===== src/rtl/zports_cfgbank_pkg.sv =====
// Shared constants for the configurable port bank: shadow qualifier codes
// and the wait handshake state encoding.
package zports_cfgbank_pkg;

    localparam logic [1:0] SHAD_ANY   = 2'b00;
    localparam logic [1:0] SHAD_ON    = 2'b01;
    localparam logic [1:0] SHAD_OFF   = 2'b10;
    localparam logic [1:0] SHAD_NEVER = 2'b11;

    typedef enum logic [1:0] {
        ST_IDLE = 2'd0,
        ST_REQ  = 2'd1,
        ST_HOLD = 2'd2
    } wait_state_t;

endpackage


===== src/rtl/zports_strobe.sv =====
// Samples Z80 I/O read/write requests on zpos and emits one-fclk rising-edge
// pulses for each, usable by any fclk-domain port block.
module zports_strobe (
    input  logic fclk,
    input  logic rst_n,
    input  logic zpos,
    input  logic iorq_n,
    input  logic rd_n,
    input  logic wr_n,
    output logic wr_edge,
    output logic rd_edge
);

    logic [1:0] s0_reg;
    logic [1:0] s1_reg;

    always_ff @(posedge fclk or negedge rst_n) begin
        if (!rst_n) begin
            s0_reg <= 2'b00;
            s1_reg <= 2'b00;
        end else begin
            if (zpos)
                s0_reg <= {~(iorq_n | wr_n), ~(iorq_n | rd_n)};
            s1_reg <= s0_reg;
        end
    end

    assign wr_edge = s0_reg[1] & ~s1_reg[1];
    assign rd_edge = s0_reg[0] & ~s1_reg[0];

endmodule


===== src/rtl/zports_cfgbank.sv =====
// Bank of NCH address-matched 8-bit Z80 I/O registers with shadow
// qualification, write lock and a wait handshake for slow channels.
module zports_cfgbank
    import zports_cfgbank_pkg::*;
#(
    parameter int                NCH         = 4,
    parameter logic [16*NCH-1:0] CH_ADDR     = {NCH{16'h00BF}},
    parameter logic [16*NCH-1:0] CH_MASK     = {NCH{16'h00FF}},
    parameter logic [2*NCH-1:0]  CH_SHAD     = {NCH{2'b00}},
    parameter logic [8*NCH-1:0]  CH_RST      = {NCH{8'h00}},
    parameter logic [NCH-1:0]    CH_LOCKABLE = {NCH{1'b0}},
    parameter int                LOCK_CH     = 0,
    parameter int                LOCK_BIT    = 2,
    parameter logic [NCH-1:0]    CH_WAIT     = {NCH{1'b0}},
    parameter int                WAIT_TMO    = 255
) (
    input  logic             fclk,
    input  logic             rst_n,
    input  logic             zpos,
    input  logic             iorq_n,
    input  logic             rd_n,
    input  logic             wr_n,
    input  logic [15:0]      a,
    input  logic [7:0]       din,
    input  logic             shadow,
    output logic [7:0]       dout,
    output logic             dataout,
    output logic             porthit,
    output logic [8*NCH-1:0] regs,
    output logic [NCH-1:0]   wr_stb,
    output logic [NCH-1:0]   rd_stb,
    output logic             wait_req,
    output logic             wait_rnw,
    output logic [3:0]       wait_ch,
    output logic [7:0]       wait_wdata,
    input  logic             wait_done,
    input  logic [7:0]       wait_rdata,
    output logic             wait_tmo
);

    logic           wr_edge;
    logic           rd_edge;
    logic [NCH-1:0] hit;
    logic [NCH-1:0] sel;
    logic [NCH-1:0] locked;
    logic [3:0]     hit_idx;
    logic [7:0]     rd_val;
    logic           hit_wait;
    logic           accept;
    logic           wr_go;
    logic           rd_go;
    logic           wait_start;
    logic           tmo_hit;
    logic [7:0]     regs_reg [NCH];
    logic [7:0]     rdbuf_reg;
    logic [15:0]    cnt_reg;
    wait_state_t    state_reg;
    wait_state_t    state_next;

    zports_strobe u_strobe (
        .fclk    (fclk),
        .rst_n   (rst_n),
        .zpos    (zpos),
        .iorq_n  (iorq_n),
        .rd_n    (rd_n),
        .wr_n    (wr_n),
        .wr_edge (wr_edge),
        .rd_edge (rd_edge)
    );

    generate
        for (genvar gi = 0; gi < NCH; gi++) begin : g_ch
            logic [1:0] shad;
            logic       qual;
            assign shad = CH_SHAD[2*gi +: 2];
            assign qual = (shad == SHAD_ANY) | ((shad == SHAD_ON) & shadow) |
                          ((shad == SHAD_OFF) & ~shadow);
            assign hit[gi] = (((a ^ CH_ADDR[16*gi +: 16]) & CH_MASK[16*gi +: 16]) == 16'h0000) & qual;
            assign locked[gi] = CH_LOCKABLE[gi] & regs_reg[LOCK_CH][LOCK_BIT];
            assign regs[8*gi +: 8] = regs_reg[gi];
        end
    endgenerate

    // Lowest-index hit wins; scanning downwards leaves the lowest one last.
    always_comb begin
        sel     = '0;
        hit_idx = 4'd0;
        rd_val  = 8'hFF;
        for (int i = NCH - 1; i >= 0; i--) begin
            if (hit[i]) begin
                sel     = '0;
                sel[i]  = 1'b1;
                hit_idx = 4'(i);
                rd_val  = regs_reg[i];
            end
        end
    end

    assign porthit    = |hit;
    assign hit_wait   = |(sel & CH_WAIT);
    assign accept     = porthit & (~hit_wait | (state_reg == ST_IDLE));
    assign wr_go      = wr_edge & accept;
    assign rd_go      = rd_edge & accept;
    assign wait_start = (wr_edge | rd_edge) & porthit & hit_wait & (state_reg == ST_IDLE);
    assign tmo_hit    = (cnt_reg == 16'(WAIT_TMO - 1));
    assign dataout    = porthit & ~iorq_n & ~rd_n;
    assign dout       = !porthit ? 8'hFF : (hit_wait ? rdbuf_reg : rd_val);

    always_ff @(posedge fclk or negedge rst_n) begin
        if (!rst_n)
            state_reg <= ST_IDLE;
        else
            state_reg <= state_next;
    end

    always_comb begin
        state_next = state_reg;
        case (state_reg)
            ST_IDLE: if (wait_start)           state_next = ST_REQ;
            ST_REQ:  if (wait_done || tmo_hit) state_next = ST_HOLD;
            ST_HOLD: if (iorq_n)               state_next = ST_IDLE;
            default:                           state_next = ST_IDLE;
        endcase
    end

    always_comb begin
        wait_req = (state_reg == ST_REQ);
    end

    always_ff @(posedge fclk or negedge rst_n) begin
        if (!rst_n) begin
            for (int i = 0; i < NCH; i++)
                regs_reg[i] <= CH_RST[8*i +: 8];
            wr_stb     <= '0;
            rd_stb     <= '0;
            wait_rnw   <= 1'b1;
            wait_ch    <= 4'd0;
            wait_wdata <= 8'h00;
            rdbuf_reg  <= 8'hFF;
            wait_tmo   <= 1'b0;
            cnt_reg    <= 16'd0;
        end else begin
            wr_stb <= wr_go ? sel : '0;
            rd_stb <= rd_go ? sel : '0;
            for (int i = 0; i < NCH; i++)
                if (wr_go && sel[i] && !locked[i])
                    regs_reg[i] <= din;
            if (wait_start) begin
                wait_ch    <= hit_idx;
                wait_rnw   <= ~wr_edge;
                wait_wdata <= din;
                cnt_reg    <= 16'd0;
            end else if (state_reg == ST_REQ) begin
                cnt_reg <= cnt_reg + 16'd1;
            end
            // Completion takes priority over a coincident timeout.
            if (state_reg == ST_REQ) begin
                if (wait_done) begin
                    rdbuf_reg <= wait_rdata;
                end else if (tmo_hit) begin
                    rdbuf_reg <= 8'hFF;
                    wait_tmo  <= 1'b1;
                end
            end
            if (wr_go && (hit_idx == wait_ch) && din[7])
                wait_tmo <= 1'b0;
        end
    end

endmodule

===== config.mk =====
export PLATFORM = sky130hd
export DESIGN_NAME = zports_cfgbank
export DESIGN_NICKNAME = d
export VERILOG_FILES = /design/src/rtl/zports_cfgbank_pkg.sv /design/src/rtl/zports_strobe.sv /design/src/rtl/zports_cfgbank.sv
export SDC_FILE = /design/constraint.sdc
export NUM_CORES = 1
export LEC_CHECK = 0
export ABC_AREA = 1
export BUFFER_PORTS_ARGS = -buffer_cell sky130_fd_sc_hd__buf_2
export CAP_MARGIN = 20
export CORE_MARGIN = 2
export CORE_UTILIZATION = 35
export CTS_BUF_LIST = sky130_fd_sc_hd__clkbuf_16
export CTS_CLUSTER_SIZE = 28
export DETAILED_ROUTE_END_ITERATION = 8
export HOLD_SLACK_MARGIN = 0.03
export PLACE_DENSITY = 0.8
export SLEW_MARGIN = 20
export SYNTH_ARGS = -nofsm -noshare
export SYNTH_HDL_FRONTEND = slang
export SYNTH_SLANG_ARGS = --single-unit

===== constraint.sdc =====
create_clock -name fclk -period 1.4 [get_ports fclk]
set_input_delay 0.28 -clock fclk [delete_from_list [all_inputs] [get_ports fclk]]
set_output_delay 0.28 -clock fclk [all_outputs]
set_load 0.01 [all_outputs]

Word-level counts from Yosys, hierarchy flattened

Cells that the tools add are included.

Register bits after elaboration: 63
Input port bits: 40
Output and inout port bits: 65
Word-level logic and storage cells: 57

Add/subtract/negate cells: 1
Equality and inequality tests: 6
Multiplexer cells: 11
Bitwise gates (word level): 16
Reduce and logical (&&, ||, !) cells: 12

Operators by type and width:

| cell                      | number |
|---|---|
| $add 16x1->16 const B     | 1 |
| $eq 16x8->1 const B       | 1 |
| $logic_not 16->1          | 1 |
| $mux 8                    | 1 |
| $mux 1                    | 7 |
| $not 1->1                 | 7 |
| $not 7->7                 | 1 |
| $and 1x1->1               | 6 |
| $pmux 2 s3                | 1 |
| $reduce_and 3->1          | 2 |
| $mux 2                    | 2 |
| $ne 2x1->1 const B        | 2 |
| $reduce_bool 2->1         | 2 |
| $logic_and 1x1->1 const B | 3 |
| $eq 2x1->1 const B        | 1 |
| $eq 2x2->1 const B        | 1 |
| $logic_and 1x1->1         | 2 |
| $logic_not 2->1           | 1 |
| $ne 2x2->1 const B        | 1 |
| $or 1x1->1                | 2 |
| $logic_or 1x1->1          | 1 |

Depth between registers and ports, before layout

Depth in word-level cells: 6
Mapped depth: 6
Depth with buffers taken out: 6

Modules after synthesis

Synthesis repeated with hierarchy kept, for this count alone.

Cells, all modules: 124
Area total of the unflattened synthesis: 1,052.3 um^2

Modules (own cells, without submodules):

| module         | times used | cells an instance | area each (um^2) | seq. area each (um^2) |
|---|---|---|---|---|
| zports_cfgbank | 1          | 107               | 903.4            | 275.3 |
| zports_strobe  | 1          | 17                | 148.9            | 100.1 |

Least setup slack after synthesis

No wires, ideal clock.

Path type: input port to output port
Start: input a[6]
End: output dataout
Arrival: 1.023 ns
Required time: 1.120 ns
Path slack: 0.097 ns
Cell stages on the path: 6
Buffers on the path: 1
Path through: inv_1 > nand2_1 > nor2_4 > nand2_2 > buf_6 > nor3_1

Cells in the longest elaborated chain, start to end: 3

Ends and longest elaborated chain:

| what                     | RTL line              | text |
|---|---|---|
| start: declaration       | zports_cfgbank.sv:23  | `input logic [15:0] a,` |
| $logic_not 16->1         | zports_cfgbank.sv:78  | `assign hit[gi] = (((a ^ CH_ADDR[16*gi +: 16]) & CH_MASK[16*gi +: 16]) == 16'h0000) & qual;` |
| $and 1x1->1 (2 in a row) | zports_cfgbank.sv:106 | `assign dataout = porthit & ~iorq_n & ~rd_n;` |
| end: declaration         | zports_cfgbank.sv:27  | `output logic dataout,` |

Every way passes these cells.

Worst setup path after layout

Start: input a[6]
End: output dout[2]

Cells in the longest elaborated chain, start to end: 2

Ends and longest elaborated chain:

| what             | RTL line              | text |
|---|---|---|
| $logic_not 16->1 | zports_cfgbank.sv:78  |  |
| $mux 8           | zports_cfgbank.sv:107 | `assign dout = !porthit ? 8'hFF : (hit_wait ? rdbuf_reg : rd_val);` |
| end: declaration | zports_cfgbank.sv:26  | `output logic [7:0] dout,` |

Every way passes these cells.

==> impl_metrics.ini <==
[routing]
route.final.wire_length_mm = 1.924
uppermost_signal_routing_layer_after_detailed_routing = met3
met2_wirelength_mm = 1.055
drt-wirelength-per-cell_um = 9.668
route.met3.wl_um = 167
remaining_drc_errors = 0
detail_route.iter0.violations = 8
detail-route-antenna-nets = 0
drt_pass1_iterations = 4
via_per_inst = 3.899
vias = 776
wl_met1_um = 700

[placed_design]
gpl.final_weighted_congestion = 0.7059
placement.cell_area_um2 = 1105
placement.io_buffers = 42
worst_setup_timing_slack_at_the_placement_stage_ns = -0.03487
placed_cells_incl_taps = 192
dp.final_hpwl_mm = 1.436

[logic_synthesis]
netlist.top_cell.by_area = dfrtp_1
synthesis.area_per_instance_um2 = 8.557
synth_cells = 118
synth.most_common_cell = buf_4
post_synth_instance_area_um2 = 1010
postSynthRegisterBits = 15
post_synth_num_cell_types = 17
yosysSeqAreaShare = 0.3717
netlist.area_leader.share = 0.3717
synth_edf_count = 0
synth_commonest_cells = buf_4, nand2_1, dfrtp_1, nand4_1
yosysWarningCount = 0
synth.top_cells.by_area = dfrtp_1, buf_4, nand2_1
async_reset_ff_frac = 1.000
ys_dominant_reg_cell = dfrtp_1

[finish]
layout-drive-gt1-share = 0.3690
antenna_cells_inserted = 0
finish.utilization = 0.4519
post-route-cell-area_um2 = 1246
num-fill-cells = 262
finish.net_count = 209
area_delta_synth_final_pct = 23.42
max_ffs_per_register = 8
stdcell_count = 199

[clock_network]
htreeDepth = 1
cts.clk_slew.worst_paths_ns = 0.04
tritoncts = yes
clock_latency_of_the_later_clocked_register_in_the_worst_skew_pair_ns = 0.24
clockRootBuffer = clkbuf_16
clock_sinks = 15
cts_inserted_buffers = 3
clock_path_buffers = 2

[pwr]
power_leakage_nw = 0.7797
total_power_mw = 1.137
power_density_nw_per_um2 = 912.7
max-vdd-ir-drop_mv = 1.026

[timing]
max_freq_mhz = 740.4
timing.final.setup_violations = 0
final_critical_path_setup_slack_ns = 0.04938
finalHoldWorstSlack_ns = 0.2227
final.setup_skew_ns = 0.001439
timing.final.max_slew_violations = 0
period_minus_slack_ns = 1.351
tns_ns = 0
layout_worst_path_cycle_share = 0.9647
hold_viol_final = 0
rsz0062_at_grt = yes

[floorplanning]
boundaryPins = 105
fp.coreArea_um2 = 2758
dieArea_um2 = 3330
placementRows = 19
initial_utilization = 0.3662
die_width_um = 57.71
die-height_um = 57.71

[min_path]
hp-class = input port to register

[worst_setup_path]
crit_type = input port to output pin
crit_path_start_kind = input port
worst_setup_path_end_kind = output pin
critical_path.max_fanout = 5
crit_arrival_ns = 1.07
worstPathRequired_ns = 1.12

[grt]
grt_first_pass_wirelength_mm = 2.863
number_of_antenna_violations_at_the_first_check_in_global_routing = 0
globalRoute.totalOverflow = 0
global_route.usage.total = 0.1121
grt_start_max_net_pins = 16
grt_pass1_vias = 680

[run]
maxCapViolCount = 0

[run_status]
status = finished, final reports clean
## layout make-up
class                      count  area [um^2]  share of cell area
multi-input combinational     94        450.4              0.3614
sequential                    15        375.4              0.3012
timing repair buffer          48        276.5              0.2219
clock buffer                   3        75.07             0.06024
tap                           31        38.79             0.03112
inverter                       7        26.28             0.02108
clock inverter                 1        3.754            0.003012
## path summary, 6_finish.rpt
path                                          from                  to  slack [ns]  cells past startpoint
min in group asynchronous                    rst_n             regs[5]        0.49                      2
worst min register to register  u_strobe.s0_reg[0]  u_strobe.s1_reg[0]        0.37                      0
worst min-delay path                          wr_n  u_strobe.s0_reg[1]        0.22                      2
worst max register to register  u_strobe.s0_reg[1]             regs[0]        0.29                      5
max in group asynchronous                    rst_n            wait_tmo        0.67                      2
worst max-delay path                          a[6]             dout[2]        0.05                      7
## cell families after synthesis
family | count (synthesis) | synth area share
compound gates | 2 | 0.01115
buf+inv | 52 | 0.3643
flops | 15 | 0.3717
other cells | 2 | 0.007438
simple gates | 47 | 0.2454
## critical path, cell delays in order
cell	delay, ns
buf_6	0.09
inv_2	0.04
nand2_2	0.05
nor2_4	0.16
nand2_4	0.09
or2_1	0.23
buf_2	0.14
## routing by layer
layer  up-vias  global-route usage
met2        42              0.2143
met1       353              0.1152
met5         -                   0
li1        381                   -
met4         0             0.02990
met3         0             0.03795
## power by group
group / switching [mW] / internal, mW / total [mW] / leakage [nW]
logic: 0.107 / 0.0467 / 0.153 / 0.532
registers: 0.00739 / 0.449 / 0.457 / 0.205
clock network: 0.151 / 0.376 / 0.527 / 0.0423
## cells in the final DEF (no fill, tap or decap), drive strengths merged
cell / n
buf: 47
conb: 44
nand2: 25
dfrtp: 15
nand4: 8
or2: 8
inv: 8
nor2: 4
clkbuf: 3
nor3: 2
nand3: 1
o22ai: 1
o21ai: 1
dlygate4sd3: 1
## what timing repair did
action,in CTS,in global routing
cloned,1,0
pin swaps,2,5
endpoints found under the setup margin,1,10
hold buffers,1,0
gates resized for setup,4,6
endpoints found under the hold margin,15,0
setup buffers,1,0
(Power assumes the default switching activity.)
